--- config.mk ---
export PLATFORM = sky130hd
export DESIGN_NAME = shift_exec_stage
export DESIGN_NICKNAME = d
export VERILOG_FILES = /design/src/rtl/shift_pkg.sv /design/src/rtl/shift_left_logical.sv /design/src/rtl/shift_pipe_reg.sv /design/src/rtl/shift_right_arithmetic.sv /design/src/rtl/shift_right_logical.sv /design/src/rtl/shift_exec_stage.sv
export SDC_FILE = /design/constraint.sdc
export NUM_CORES = 1
export LEC_CHECK = 0
export ABC_CLOCK_PERIOD_IN_PS = 4100
export CAP_MARGIN = 15
export CORE_UTILIZATION = 60
export DETAILED_ROUTE_END_ITERATION = 10
export PLACE_DENSITY = 0.95
export SYNTH_ARGS = -nofsm -noshare
export SYNTH_HDL_FRONTEND = slang
export SYNTH_SLANG_ARGS = --single-unit
export TNS_END_PERCENT = 100
--- constraint.sdc ---
create_clock -name clk -period 4.1 [get_ports clk]
set_input_delay 0.82 -clock clk [delete_from_list [all_inputs] [get_ports clk]]
set_output_delay 0.82 -clock clk [all_outputs]
set_load 0.01 [all_outputs]
--- src/rtl/shift_pkg.sv ---
// Shared types and constants for the shift execution stage.
package shift_pkg;

    localparam int SHIFT_N    = 32;
    localparam int SHIFT_SH_W = $clog2(SHIFT_N);

    typedef enum logic [1:0] {
        SHIFT_SLL     = 2'b00,
        SHIFT_SRL     = 2'b01,
        SHIFT_SRA     = 2'b10,
        SHIFT_ILLEGAL = 2'b11
    } shift_op_t;

endpackage

--- src/rtl/shift_left_logical.sv ---
// Combinational logical left shift, zero fill.
module shift_left_logical #(
    parameter int N    = 32,
    parameter int SH_W = $clog2(N)
) (
    input  logic [N-1:0]    i_data,
    input  logic [SH_W-1:0] i_shamt,
    output logic [N-1:0]    o_data
);

    assign o_data = i_data << i_shamt;

endmodule

--- src/rtl/shift_pipe_reg.sv ---
// One pipeline slot: valid flag plus payload, load has priority over clear.
module shift_pipe_reg #(
    parameter int W = 8
) (
    input  logic         clk,
    input  logic         rst,
    input  logic         i_load,
    input  logic         i_clear,
    input  logic [W-1:0] i_data,
    output logic         o_valid,
    output logic [W-1:0] o_data
);

    logic         r_valid;
    logic [W-1:0] r_data;

    // Slot update: a load while being drained replaces the content, no bubble.
    always_ff @(posedge clk) begin
        if (rst) begin
            r_valid <= 1'b0;
            r_data  <= '0;
        end else if (i_load) begin
            r_valid <= 1'b1;
            r_data  <= i_data;
        end else if (i_clear) begin
            r_valid <= 1'b0;
        end
    end

    assign o_valid = r_valid;
    assign o_data  = r_data;

endmodule

--- src/rtl/shift_right_arithmetic.sv ---
// Combinational arithmetic right shift, sign fill.
module shift_right_arithmetic #(
    parameter int N    = 32,
    parameter int SH_W = $clog2(N)
) (
    input  logic [N-1:0]    i_data,
    input  logic [SH_W-1:0] i_shamt,
    output logic [N-1:0]    o_data
);

    assign o_data = $signed(i_data) >>> i_shamt;

endmodule

--- src/rtl/shift_right_logical.sv ---
// Combinational logical right shift, zero fill.
module shift_right_logical #(
    parameter int N    = 32,
    parameter int SH_W = $clog2(N)
) (
    input  logic [N-1:0]    i_data,
    input  logic [SH_W-1:0] i_shamt,
    output logic [N-1:0]    o_data
);

    assign o_data = i_data >> i_shamt;

endmodule

--- src/rtl/shift_exec_stage.sv ---
// Two-slot elastic shift execution stage: S1 holds operands, S2 holds the
// registered result. Backpressure ripples combinationally from out_ready to in_ready.
module shift_exec_stage
    import shift_pkg::*;
#(
    parameter int N     = SHIFT_N,
    parameter int CNT_W = 32
) (
    input  logic                 clk,
    input  logic                 rst,
    input  logic                 in_valid,
    output logic                 in_ready,
    input  logic [1:0]           in_op,
    input  logic [N-1:0]         in_data,
    input  logic [$clog2(N)-1:0] in_shamt,
    output logic                 out_valid,
    input  logic                 out_ready,
    output logic [N-1:0]         out_data,
    output logic                 out_err,
    output logic                 err_sticky,
    output logic [CNT_W-1:0]     done_count
);

    localparam int SH_W = $clog2(N);
    localparam int S1_W = 2 + N + SH_W;
    localparam int S2_W = 1 + N;

    logic            w_s1_valid;
    logic            w_s2_valid;
    logic            w_s1_adv;
    logic            w_s2_adv;
    logic            w_in_fire;
    logic            w_out_fire;
    logic [S1_W-1:0] w_s1_d;
    logic [S1_W-1:0] w_s1_q;
    logic [S2_W-1:0] w_s2_d;
    logic [S2_W-1:0] w_s2_q;
    logic [1:0]      w_s1_op_bits;
    shift_op_t       w_s1_op;
    logic [N-1:0]    w_s1_data;
    logic [SH_W-1:0] w_s1_shamt;
    logic [N-1:0]    w_sll;
    logic [N-1:0]    w_srl;
    logic [N-1:0]    w_sra;
    logic [N-1:0]    w_result;
    logic            w_err;

    logic             r_err_sticky;
    logic [CNT_W-1:0] r_done_count;

    assign w_s2_adv   = !w_s2_valid || out_ready;
    assign w_s1_adv   = w_s1_valid && w_s2_adv;
    assign in_ready   = !w_s1_valid || w_s2_adv;
    assign w_in_fire  = in_valid && in_ready;
    assign w_out_fire = w_s2_valid && out_ready;

    assign w_s1_d = {in_op, in_data, in_shamt};

    shift_pipe_reg #(.W(S1_W)) u_s1 (
        .clk     (clk),
        .rst     (rst),
        .i_load  (w_in_fire),
        .i_clear (w_s1_adv),
        .i_data  (w_s1_d),
        .o_valid (w_s1_valid),
        .o_data  (w_s1_q)
    );

    assign {w_s1_op_bits, w_s1_data, w_s1_shamt} = w_s1_q;
    assign w_s1_op = shift_op_t'(w_s1_op_bits);

    shift_left_logical #(.N(N), .SH_W(SH_W)) u_sll (
        .i_data  (w_s1_data),
        .i_shamt (w_s1_shamt),
        .o_data  (w_sll)
    );

    shift_right_logical #(.N(N), .SH_W(SH_W)) u_srl (
        .i_data  (w_s1_data),
        .i_shamt (w_s1_shamt),
        .o_data  (w_srl)
    );

    shift_right_arithmetic #(.N(N), .SH_W(SH_W)) u_sra (
        .i_data  (w_s1_data),
        .i_shamt (w_s1_shamt),
        .o_data  (w_sra)
    );

    // Op mux: illegal op yields zero result with the error flag set.
    always_comb begin
        w_result = '0;
        w_err    = 1'b0;
        case (w_s1_op)
            SHIFT_SLL:     w_result = w_sll;
            SHIFT_SRL:     w_result = w_srl;
            SHIFT_SRA:     w_result = w_sra;
            SHIFT_ILLEGAL: w_err    = 1'b1;
            default:       w_err    = 1'b1;
        endcase
    end

    assign w_s2_d = {w_err, w_result};

    shift_pipe_reg #(.W(S2_W)) u_s2 (
        .clk     (clk),
        .rst     (rst),
        .i_load  (w_s1_adv),
        .i_clear (w_out_fire),
        .i_data  (w_s2_d),
        .o_valid (w_s2_valid),
        .o_data  (w_s2_q)
    );

    assign out_valid           = w_s2_valid;
    assign {out_err, out_data} = w_s2_q;

    // Sticky error: set when an illegal op enters S1, cleared only by reset.
    always_ff @(posedge clk) begin
        if (rst) begin
            r_err_sticky <= 1'b0;
        end else if (w_in_fire && (shift_op_t'(in_op) == SHIFT_ILLEGAL)) begin
            r_err_sticky <= 1'b1;
        end
    end

    // Completed-result counter, free-running wrap.
    always_ff @(posedge clk) begin
        if (rst) begin
            r_done_count <= '0;
        end else if (w_out_fire) begin
            r_done_count <= r_done_count + 1'b1;
        end
    end

    assign err_sticky = r_err_sticky;
    assign done_count = r_done_count;

endmodule

==> results.cfg <==
[setup_path]
cp.required_ns = 3.28
arrival_ns = 2.21
crit_path_max_fanout = 6
critPathLaunch = out_ready
r2r_end = u_s2.o_data[10]$_SDFFE_PP0P_
endpoint = in_ready
cp-end-kind = output port
r2r_setup_slack_ns = 1.08
reg2reg_depth = 6
worst-setup-path-type = in2out
cp-start-kind = input port
r2r_start = u_s1.o_data[38]$_SDFFE_PP0P_

[floorplanning]
num_io_pins = 111
core_area_um2 = 13900
initial_core_util_pct = 61.4
die_h_um = 121
die_w_um = 121
num_rows = 43
dieArea_um2 = 14700

[sta]
setup_viol = 0
rsz0062_at_grt = no
fin_crit_sh_pct = 74.0
relSlewSlack_pct = 17.6
timing_hold_violations_final = 0
setup_tns_ns = 0
period_minus_slack_ns = 3.03
slew_violations = 0
worst-slew-pin-transition_ns = 1.23
max_freq_mhz = 330
clock_skew_ns = 0.0109

[cts]
clock-sinks = 107
cts_setup_buffers = 0
cts_root_buf = clkbuf_16
clk_pin_slew_ns = 0.08
h-tree-depth = 3
cts_tree = yes
cts_hold_buf = 0
clk_latency_ns = 0.37
cts_buffers = 9
cts_max_path_buffers = 2
ctsResizeCount = 0

[logic_synthesis]
synth_top_family_by_area = multiplexers
yosysWarnings = 0
synth_xor_area_share_pct = 2.67
synth_area_leaders = dfxtp_1, mux4_2, mux2i_1
synthMostInstantiatedCell = nand2_1
yosysSeqAreaShare_pct = 25.1
syn_avg_cell_area_um2 = 8.49
yosysTopAreaCell = dfxtp_1
synthTopCellsByCount = nand2_1, dfxtp_1, nor2_1
ys_types = 77
postSynthCellCount = 1005
ys_ff_latch = 107
synth_flop_cell = dfxtp_1
synthAdderAreaFrac_pct = 0.264
synth_edf_count = 0
synthMuxAreaShare_pct = 28.0
async_reset_ff_share_pct = 0
syn_area_um2 = 8530
yosys.area.top_type_share_pct = 25.1
synth_compound_area_share_pct = 18.6
syn_nets = 1049
yosys.area_share.simple_pct = 18.4

[status]
status = finished clean

[min_path]
min_delay_path_depth = 1
holdCritPathClass = reg2reg

[detailed_routing]
drt-initial-drc-count = 1377
vias_per_cell = 7.06
wl_um = 29700
wl_per_cell_um = 24.2
drtAntennaViolNets = 0
drc = 0
dr_total_vias = 8671
first_pass_iters = 6

[layout]
drive_gt1_share_pct = 13.0
fin_nets = 1087
area_growth_pct = 15.1
diodes = 0

[power_and_ir_drop]
peakVddDrop_uv = 233
p_leak_uw = 0.00349
p_sw_share_pct = 33.7
clkPwrFrac_pct = 33.2
power_frac_seq_pct = 41.1
pwr-share-comb_pct = 25.7
p_int_uw = 1890
p_sw_uw = 962
power_uw = 2850
power_density_nw_per_um2 = 290

[global_routing]
grt_antenna_before_repair = 1
grt_max_degree = 77
grt_pass1_wl_um = 46200
overflow = 0
grt.total_usage_pct = 41.3
first_global_vias = 7817

[placement]
port_buffers = 110
hpwl_um = 20900
place.gp.congestion = 1.03

[job]
cap_viol_max_count = 0
## power groups by stage
| stage | registers (µW) | logic [µW] | clock network [µW] |
|---|---|---|---|
| 2_1_floorplan | 1130 | 518 | 0 |
| 3_3_place_gp | 1190 | 695 | 0 |
| 3_5_place_dp | 1190 | 701 | 0 |
| 4_1_cts | 1170 | 709 | 944 |
| 5_1_grt | 1180 | 771 | 988 |
| 6_report | 1170 | 734 | 945 |
## kinds of logic (layout without fill, tap and decap cells)
family / after synthesis / count (layout)
AND/OR/NAND/NOR: 348 / 348
AO/OA/AOI/OAI: 248 / 248
multiplexers: 156 / 156
buffers and inverters: 118 / 161
flip-flops: 107 / 107
XOR/XNOR: 26 / 26
adder cells (fa/ha/maj): 2 / 2
## layout by cell type, fill, tap and decap left out, drive strengths merged, types with 7 or more instances in the layout
master | synthesis | routed
nand2 | 149 | 149
clkdlybuf4s50 | 0 | 109
dfxtp | 107 | 107
nor2 | 87 | 87
a21oi | 84 | 84
mux2i | 71 | 71
mux4 | 60 | 60
o21ai | 59 | 59
buf | 50 | 28
nor3 | 25 | 25
mux2 | 25 | 25
nand3 | 22 | 22
a31oi | 16 | 16
xor2 | 15 | 15
inv | 8 | 14
xnor2 | 11 | 11
or3 | 10 | 10
nand2b | 10 | 10
and3 | 10 | 10
clkbuf | 60 | 9
and2 | 9 | 9
a211oi | 8 | 8
nor2b | 7 | 7
a2111oi | 7 | 7
## routing by layer
layer | share of wire [%] | global-route usage, % | up-vias | wire [µm]
met5 | 0.034 | 0 | - | 10
met4 | 3.6 | 15.0 | 2 | 1060
met3 | 12 | 9.26 | 93 | 3480
met2 | 45 | 60.7 | 684 | 13200
met1 | 40 | 59.2 | 4106 | 11900
li1 | - | - | 3786 | -
## critical path: stages
cell and delay [ns]:
clkdlybuf4s50_1 0.52, nor2b_1 0.25, nand2_1 0.12, clkdlybuf4s50_1 0.50
## flip-flops by register name, summed over array words and instances, names as in the netlist
name	count
u_s2.o_valid	1
done_count	32
u_s2.o_data	33
u_s1.o_valid	1
err_sticky	1
u_s1.o_data	39
## stage by stage
step	cell area (µm²)	utilization (%)	setup WS (ns)	hold WS, ns	instances
floorplan	8530	-	1.95	0.477	1005
global placement	9510	68.5	1.14	0.441	1212
detailed placement	9510	68.5	1.08	0.444	1212
CTS	9820	70.7	1.12	0.462	1228
global route	9820	70.7	1.04	0.478	1228
finish	9820	70.7	1.07	0.456	1228
## final cells by class
class	instances	area, µm²
multi-input cells	780	5790
fillers	1053	4060
flip-flops and latches	107	2150
repair buffers	137	1310
clock buffers	9	225
well taps	180	225
clock inverters	7	87.6
inverters	8	30.0
## worst min-delay path by stage
| stage | from | to | slack (ns) |
|---|---|---|---|
| floorplan | u_s1.o_data[5]$_SDFFE_PP0P_ | u_s1.o_data[5]$_SDFFE_PP0P_ | 0.48 |
| global placement | u_s2.o_data[4]$_SDFFE_PP0P_ | u_s2.o_data[4]$_SDFFE_PP0P_ | 0.44 |
| detailed placement | u_s2.o_data[11]$_SDFFE_PP0P_ | u_s2.o_data[11]$_SDFFE_PP0P_ | 0.44 |
| CTS | u_s2.o_data[11]$_SDFFE_PP0P_ | u_s2.o_data[11]$_SDFFE_PP0P_ | 0.46 |
| global route | u_s2.o_data[11]$_SDFFE_PP0P_ | u_s2.o_data[11]$_SDFFE_PP0P_ | 0.48 |
| finish | u_s2.o_data[11]$_SDFFE_PP0P_ | u_s2.o_data[11]$_SDFFE_PP0P_ | 0.46 |
No activity file was read; power rests on OpenSTA's default activity.
